## config.mk

```make
export PLATFORM = sky130hd
export DESIGN_NAME = uart_dram_loader
export DESIGN_NICKNAME = d
export VERILOG_FILES = /design/src/rtl/uart_dram_loader.sv
export SDC_FILE = /design/constraint.sdc
export NUM_CORES = 1
export LEC_CHECK = 0
export CORE_ASPECT_RATIO = 0.8
export CORE_UTILIZATION = 50
export DETAILED_ROUTE_END_ITERATION = 8
export PLACE_DENSITY = 0.8
export SLEW_MARGIN = 25
export SYNTH_ARGS = -nofsm -noshare
export SYNTH_HDL_FRONTEND = slang
export SYNTH_SLANG_ARGS = --single-unit
```

## constraint.sdc

```tcl
create_clock -name clock -period 2.8 [get_ports clock]
set_clock_uncertainty 0.15 [all_clocks]
set_input_delay 0.56 -clock clock [delete_from_list [all_inputs] [get_ports clock]]
set_output_delay 0.56 -clock clock [all_outputs]
set_load 0.05 [all_outputs]
```

## src/rtl/uart_dram_loader.sv

```systemverilog
// uart_dram_loader: loads UART bytes into a byte-wide DRAM bank and streams them back out.
// Ports: clock/rst_n (async active-low); start_load/start_dump command pulses;
//   rx_data/rx_valid from the UART receiver; tx_data/tx_start/tx_busy to the transmitter;
//   mem_addr/mem_data/mem_wren/mem_q to the DRAM; load_done/dump_done/busy status;
//   checksum is the modulo-256 sum of the loaded frame when LOADER_CHECKSUM_EN is defined, else 0.
module uart_dram_loader #(
  parameter int IMG_BYTES = 262144,
  parameter int RD_LAT = 2
) (
  input  logic        clock,
  input  logic        rst_n,
  input  logic        start_load,
  input  logic        start_dump,
  input  logic [7:0]  rx_data,
  input  logic        rx_valid,
  input  logic        tx_busy,
  output logic [7:0]  tx_data,
  output logic        tx_start,
  output logic [17:0] mem_addr,
  output logic [7:0]  mem_data,
  output logic        mem_wren,
  input  logic [7:0]  mem_q,
  output logic        load_done,
  output logic        dump_done,
  output logic        busy,
  output logic [7:0]  checksum
);
  typedef enum logic [2:0] {IDLE, LOAD, RD_ADDR, RD_WAIT, TX_SEND, TX_HOLD} state_t;
  localparam logic [18:0] LAST = 19'(IMG_BYTES - 1);
  state_t state, nxt;
  logic [18:0] cnt;
  logic [1:0] lat, g;
  logic seen, wr, fin, ld, dump_go;
  assign ld = start_load && (state == IDLE || state == LOAD);
  assign wr = state == LOAD && rx_valid && !start_load;
  assign dump_go = state == IDLE && !start_load && start_dump && load_done;
  // a byte is done once busy has risen and fallen, or if busy never rose within 4 cycles
  assign fin = state == TX_HOLD && !tx_busy && (seen || g == 2'd3);
  assign busy = state != IDLE;
  always_ff @(posedge clock or negedge rst_n)
    if (!rst_n) state <= IDLE;
    else state <= nxt;
  always_comb begin
    nxt = state;
    case (state)
      IDLE:    nxt = start_load ? LOAD : dump_go ? RD_ADDR : IDLE;
      LOAD:    nxt = (wr && cnt == LAST) ? IDLE : LOAD;
      RD_ADDR: nxt = RD_WAIT;
      RD_WAIT: nxt = (lat == 2'(RD_LAT)) ? TX_SEND : RD_WAIT;
      TX_SEND: nxt = tx_busy ? TX_SEND : TX_HOLD;
      TX_HOLD: nxt = !fin ? TX_HOLD : (cnt == LAST) ? IDLE : RD_ADDR;
      default: nxt = IDLE;
    endcase
  end
  always_ff @(posedge clock or negedge rst_n) begin
    if (!rst_n) begin
      cnt <= '0;
      lat <= '0;
      g <= '0;
      seen <= 1'b0;
      tx_data <= '0;
      tx_start <= 1'b0;
      mem_addr <= '0;
      mem_data <= '0;
      mem_wren <= 1'b0;
      load_done <= 1'b0;
      dump_done <= 1'b0;
    end else begin
      mem_wren <= wr;
      tx_start <= 1'b0;
      dump_done <= 1'b0;
      if (ld) begin
        cnt <= '0;
        mem_addr <= '0;
      end
      if (wr) begin
        mem_data <= rx_data;
        mem_addr <= cnt[17:0];
        cnt <= cnt + 19'd1;
      end
      // the final write leaves LOAD with mem_wren still high, so load_done follows one cycle later
      load_done <= ld ? 1'b0 : (state == IDLE && mem_wren) ? 1'b1 : load_done;
      if (dump_go) cnt <= '0;
      if (state == RD_ADDR) begin
        mem_addr <= cnt[17:0];
        lat <= '0;
      end
      if (state == RD_WAIT) begin
        lat <= lat + 2'd1;
        if (nxt == TX_SEND) tx_data <= mem_q;
      end
      if (state == TX_SEND && !tx_busy) begin
        tx_start <= 1'b1;
        seen <= 1'b0;
        g <= '0;
      end
      if (state == TX_HOLD) begin
        seen <= seen | tx_busy;
        g <= g + 2'd1;
        if (fin && cnt == LAST) dump_done <= 1'b1;
        if (fin && cnt != LAST) cnt <= cnt + 19'd1;
      end
    end
  end
`ifdef LOADER_CHECKSUM_EN
  logic [7:0] csum;
  always_ff @(posedge clock or negedge rst_n)
    if (!rst_n) csum <= '0;
    else csum <= ld ? 8'h00 : wr ? csum + rx_data : csum;
  assign checksum = csum;
`else
  assign checksum = 8'h00;
`endif
endmodule

```

==> results of run 1 <==
-- area by class of cell --
type,count,area (sq um)
tap,81,101
clock inverter,4,45.0
clock buffer,10,138
inverter,5,18.8
fill,470,1990
timing repair buffer,72,686
multi-input combinational,209,1340
sequential,65,1630
-- path summary, 6_finish.rpt --
path,startpoint,to,slack (ns),depth (start not counted)
max,state[1]$_DFF_PN0_,busy,0.13,2
min,rst_n,g[1]$_DFFE_PN0P_,0.005,1
max reg2reg,cnt[0]$_DFF_PN0_,cnt[7]$_DFF_PN0_,0.30,6
min reg2reg,mem_data[1]$_DFFE_PN0N_,mem_data[1]$_DFFE_PN0N_,0.34,2
max in group asynchronous,rst_n,mem_addr[8]$_DFFE_PN0P_,1.82,2
min in group clock,mem_data[1]$_DFFE_PN0N_,mem_data[1]$_DFFE_PN0N_,0.34,2
-- Yosys cell counts (2+ instances only) --
master	instances
dfrtp_1	65
a31oi_1	2
o31ai_1	4
a22o_1	21
clkbuf_1	9
a21oi_1	15
nor4_2	2
mux2_2	9
nor3_1	5
buf_4	9
a21o_1	6
or3_1	5
buf_1	2
buf_2	4
or4_1	3
nand2_1	33
nand3_1	11
nand4_1	3
a21boi_0	8
nand2b_1	2
o21ai_1	11
ha_1	3
o21ai_0	9
nand3b_1	2
nor2_1	15
inv_1	5
o22a_1	9
a22oi_1	5
-- through the flow --
step	power [mW]	util [%]	cell area (sq um)	hold slack, ns
after floorplan	2.26	-	3120	0.114
after global placement	2.71	63.3	3760	0.309
after detailed placement	2.74	63.4	3770	0.317
after CTS	3.50	66.5	3950	0.00797
after global routing	3.66	66.5	3950	0.0304
final	3.48	66.5	3950	0.00494
-- sequential cells by signal, indices dropped and copies added (netlist names) --
register   count
seen           1
state          3
tx_data        8
mem_wren       1
g              2
tx_start       1
mem_data       8
mem_addr      18
cnt           19
load_done      1
dump_done      1
lat            2
-- power breakdown --
part / internal, mW / switching (mW)
registers: 1.13 / 0.131
clock network: 0.421 / 0.328
logic: 0.493 / 0.976
-- critical path, stage by stage, from the launching register on --
cell and delay, ns:
dfrtp_1 0.48, or3_1 0.42, clkdlybuf4s50_1 0.73
-- cell families (layout without fill, tap and decap cells) --
logic type | after synthesis | count (layout)
fa+ha+maj | 3 | 3
other cells | 1 | 8
simple gates | 91 | 91
buf+inv | 30 | 91
flops | 65 | 65
mux | 9 | 9
xor+xnor | 1 | 1
compound gates | 97 | 97
-- layer usage --
metal | vias up | part of all wire, % | track usage (%)
met5 | - | 0 | 0
met4 | 0 | 1.1 | 7.89
met3 | 7 | 5.4 | 5.56
met2 | 73 | 47 | 36.8
met1 | 1219 | 47 | 32.0
li1 | 1205 | - | -
==> out/metrics.yaml, run 1 <==
synth_cells: 297
grt_remaining_overflow: 0
clock.fmax_ghz: 0.375
critPathMaxFanout: 10
portBuffers: 60
ys.flop_type: "dfrtp_1"
synth-seq-cells: 65
drive_gt1_share_pct: 12.3
clockBufferDepth: 2
core-area_sq_mm: 0.00594
synth-compound-area-share_pct: 22.3
io_pins: 69
cts_tree: "built"
wl_per_cell_um: 15.6
p_leak_nw: 1.75
synth_top_area_share_pct: 52.6
grt_pass1_vias: 2371
synth.area.mux_share_pct: 3.28
fin_ws_ns: 0.135
synthTopCellsByArea: "dfrtp_1, a22o_1, nand2_1"
cts_hold_buf: 0
fp.dieW_um: 89.9
clock-sinks: 65
die_area_sq_mm: 0.00650
p_per_area_mw_per_mm2: 881
ir_drop_uv: 664
numCtsBuffers: 9
worstSetupEndpointType: "primary output"
synthSimpleGateAreaFrac_pct: 15.1
start_kind: "flip-flop"
hold_viol: 0
path_class: "reg2out"
routed_wl_um: 6950
diodes: 0
setup_viol_count_final: 0
insertion_delay_ns: 0.33
dp_slack_ns: 0.268
synth_edf_count: 0
tightest_slew_ns: 0.756
seq_area_frac_synth_pct: 52.6
rows: 25
postCtsSetupRepairBufs: 0
layoutNonFillerInstCount: 446
drv_slew: 0
place_inst: 432
area_growth_pct: 27.8
synth_area_per_cell_sq_um: 10.4
setup_tns_ns: 0
critPathArrivalTime_ns: 1.96
dp_hpwl_um: 4790
grt_max_degree: 26
synth_xor_xnor_area_share_pct: 0.283
period_share_pct: 95.2
grt_pass1_wl_um: 11900
max_cap_violations: 0
status: "complete, no violations"
gp_congestion: 0.818
slew_headroom_pct: 49.6
hold_path_class: "in2async"
post-synth-top-area-cell: "dfrtp_1"
min_period_ns: 2.67
initial_core_util_pct: 52.0
mostFrequentLayoutCells: "dfrtp_1, clkdlybuf4s50_1, nand2_1, a22o_1, a21oi_1"
drc: 0
worstPathRequired_ns: 2.09
htree_levels: 3
drtIter0Drc: 155
synth_top_family_by_area: "compound AO/OA/AOI/OAI gates"
vias_per_cell: 5.61
yosys.cell_types.count: 48
via_count: 2504
grt.total_usage_pct: 23.3
rsz0062_at_grt: "no"
drtPass1Iterations: 4
nNetsFinal: 387
die_h_um: 72.3
yosysWarnings: 0
ctsRootBufferMaster: "clkbuf_8"
synth_area_sq_mm: 0.00309
async_reset_ff_share_pct: 100
detail-route-antenna-nets: 0
cts_resized: 0
antenna_found_initial: 0
synthAdderAreaFrac_pct: 1.21
final_common_cell: "dfrtp_1"
worst_setup_hold_path_clk_slew_ns: 0.07
No activity file was read; power rests on OpenSTA's default activity.
==> run 2: changes to the inputs <==
--- a/config.mk
+++ b/config.mk
@@ -8,6 +8,7 @@
 export CORE_ASPECT_RATIO = 0.8
 export CORE_UTILIZATION = 50
 export DETAILED_ROUTE_END_ITERATION = 8
+export HOLD_SLACK_MARGIN = 0.15
 export PLACE_DENSITY = 0.8
 export SLEW_MARGIN = 25
 export SYNTH_ARGS = -nofsm -noshare
==> run 2 against run 1 <==
Against the previous run: die area did not move; sequential power barely moved; largest cell class unchanged; critical path depth did not move; critical endpoint unchanged; sequential cell count did not move; non-clock buffer count rose by 1; via count rose by 1.2%; global-route usage barely moved; worst hold slack improved by 0.33 ns.
==> out/metrics.yaml, run 2 (synthesized netlist as in run 1, its figures left out) <==
setup_tns_ns: 0  # unchanged
cts_tree: "built"
core-area_sq_mm: 0.00594  # unchanged
max_cap_violations: 0  # unchanged
worstPathRequired_ns: 2.09  # about the same
grt.total_usage_pct: 23.2  # -0.047 points
hold_viol: 0  # unchanged
ir_drop_uv: 664  # about the same
path_class: "reg2out"
clockBufferDepth: 2  # unchanged
fillers: 469  # -0.21%
use_met1_pct: 32.0  # -0.069 points
ctsRootBufferMaster: "clkbuf_8"
fp.dieW_um: 89.9  # unchanged
worstSetupEndpointType: "primary output"
via_count: 2535  # +1.2%
drc: 0  # unchanged
nNetsFinal: 388  # +0.26%
postCtsSetupRepairBufs: 0  # unchanged
cts_hold_buf: 1  # +1
die_area_sq_mm: 0.00650  # unchanged
htree_levels: 3  # unchanged
dp_hpwl_um: 4790  # unchanged
hold_path_class: "reg2reg"
grt_max_degree: 26  # unchanged
cp_slowest_cell: "clkdlybuf4s50_1"
clock-sinks: 65  # unchanged
holdWs_ns: 0.338  # +0.333 ns
drtPass1Iterations: 5  # +1
area_growth_pct: 28.1
mostFrequentLayoutCells: "dfrtp_1, clkdlybuf4s50_1, nand2_1, a22o_1, a21oi_1"
min_period_ns: 2.67  # -0.000186 ns
fin_ws_ns: 0.135  # +0.000186 ns
dp_slack_ns: 0.268  # unchanged
rows: 25  # unchanged
diodes: 0  # unchanged
place_inst: 432  # unchanged
tightest_slew_ns: 0.754  # -0.00121 ns
antenna_found_initial: 0  # unchanged
io_pins: 69  # unchanged
use_met3_pct: 5.56  # unchanged
max_stage_delay_ns: 0.73  # about the same
finalPower_mw: 3.48  # about the same
period_share_pct: 95.2  # about the same
routed_wl_um: 6940  # about the same
regMostFlops: "cnt"
slew_headroom_pct: 49.7  # +0.081 points
grt_pass1_wl_um: 11900  # -0.11%
grt_pass1_vias: 2363  # -0.34%
drtIter0Drc: 158  # +1.9%
cts_resized: 0  # unchanged
detail-route-antenna-nets: 0  # unchanged
critPathArrivalTime_ns: 1.96  # about the same
setup_viol_count_final: 0  # unchanged
worst_setup_hold_path_clk_slew_ns: 0.07  # about the same
rsz0062_at_grt: "no"
drive_gt1_share_pct: 12.3  # -0.034 points
grtUsageMet2_pct: 36.7  # -0.085 points
status: "complete, no violations"
critPathMaxFanout: 10  # unchanged
numCtsBuffers: 9  # unchanged
p_leak_nw: 1.76  # +0.24%
vias_per_cell: 5.67  # +1.0%
layoutNonFillerInstCount: 447  # +0.22%
reg.largest.list: "cnt x19, mem_addr x18"
largest_reg_flops: 19  # unchanged
grt.busiest_layer: "met2"
insertion_delay_ns: 0.33  # about the same
drv_slew: 0  # unchanged
die_h_um: 72.3  # unchanged
p_per_area_mw_per_mm2: 879  # -0.19%
initial_core_util_pct: 52.0  # unchanged
start_kind: "flip-flop"
clock.fmax_ghz: 0.375  # about the same
final_common_cell: "dfrtp_1"
grt_remaining_overflow: 0  # unchanged
gp_congestion: 0.818  # unchanged
worstPathCellList: "or3_1, clkdlybuf4s50_1"
portBuffers: 60  # unchanged
wl_per_cell_um: 15.5  # -0.28%
run 2: routing by layer:
layer	up-vias	part of all wire (%)
met5	-	0
met4	0	1.1
met3	6	6.0
met2	84	46
met1	1236	46
li1	1209	-
run 2: area by class of cell:
cell class              count  area (sq um)  share of cell area [%]
inverters                   5          18.8                   0.474
clock inverters             4          45.0                    1.14
flip-flops and latches     65          1630                    41.1
multi-input cells         209          1340                    33.7
repair buffers             73           696                    17.6
clock buffers              10           138                    3.48
well taps                  81           101                    2.56
run 2: final timing paths:
path / slack (ns) / endpoint / cells past startpoint / startpoint
min reg2reg: 0.34 / mem_data[1]$_DFFE_PN0N_ / 2 / mem_data[1]$_DFFE_PN0N_
min in group asynchronous: 0.54 / g[1]$_DFFE_PN0P_ / 2 / rst_n
min: 0.34 / mem_data[1]$_DFFE_PN0N_ / 2 / mem_data[1]$_DFFE_PN0N_
max reg2reg: 0.29 / cnt[7]$_DFF_PN0_ / 6 / cnt[0]$_DFF_PN0_
max: 0.13 / busy / 2 / state[1]$_DFF_PN0_
max in group asynchronous: 1.29 / mem_addr[8]$_DFFE_PN0P_ / 3 / rst_n
run 2: critical path: cells and delay by family, from the launching register on:
| family | cells | cell delay, ns |
|---|---|---|
| buf+inv | 1 | 0.73 |
| simple gates | 1 | 0.42 |
| flops | 1 | 0.48 |
run 2: report_power, final:
group	leakage, nW	total, mW	switching, mW	internal (mW)
clock network	0.0978	0.751	0.331	0.421
registers	0.860	1.26	0.131	1.13
logic	0.799	1.47	0.976	0.494
run 2: stage by stage:
stage	util, %	area [sq um]
floorplan	-	3120
global placement	63.3	3760
detailed placement	63.4	3770
CTS	66.6	3960
global route	66.6	3960
finish	66.6	3960
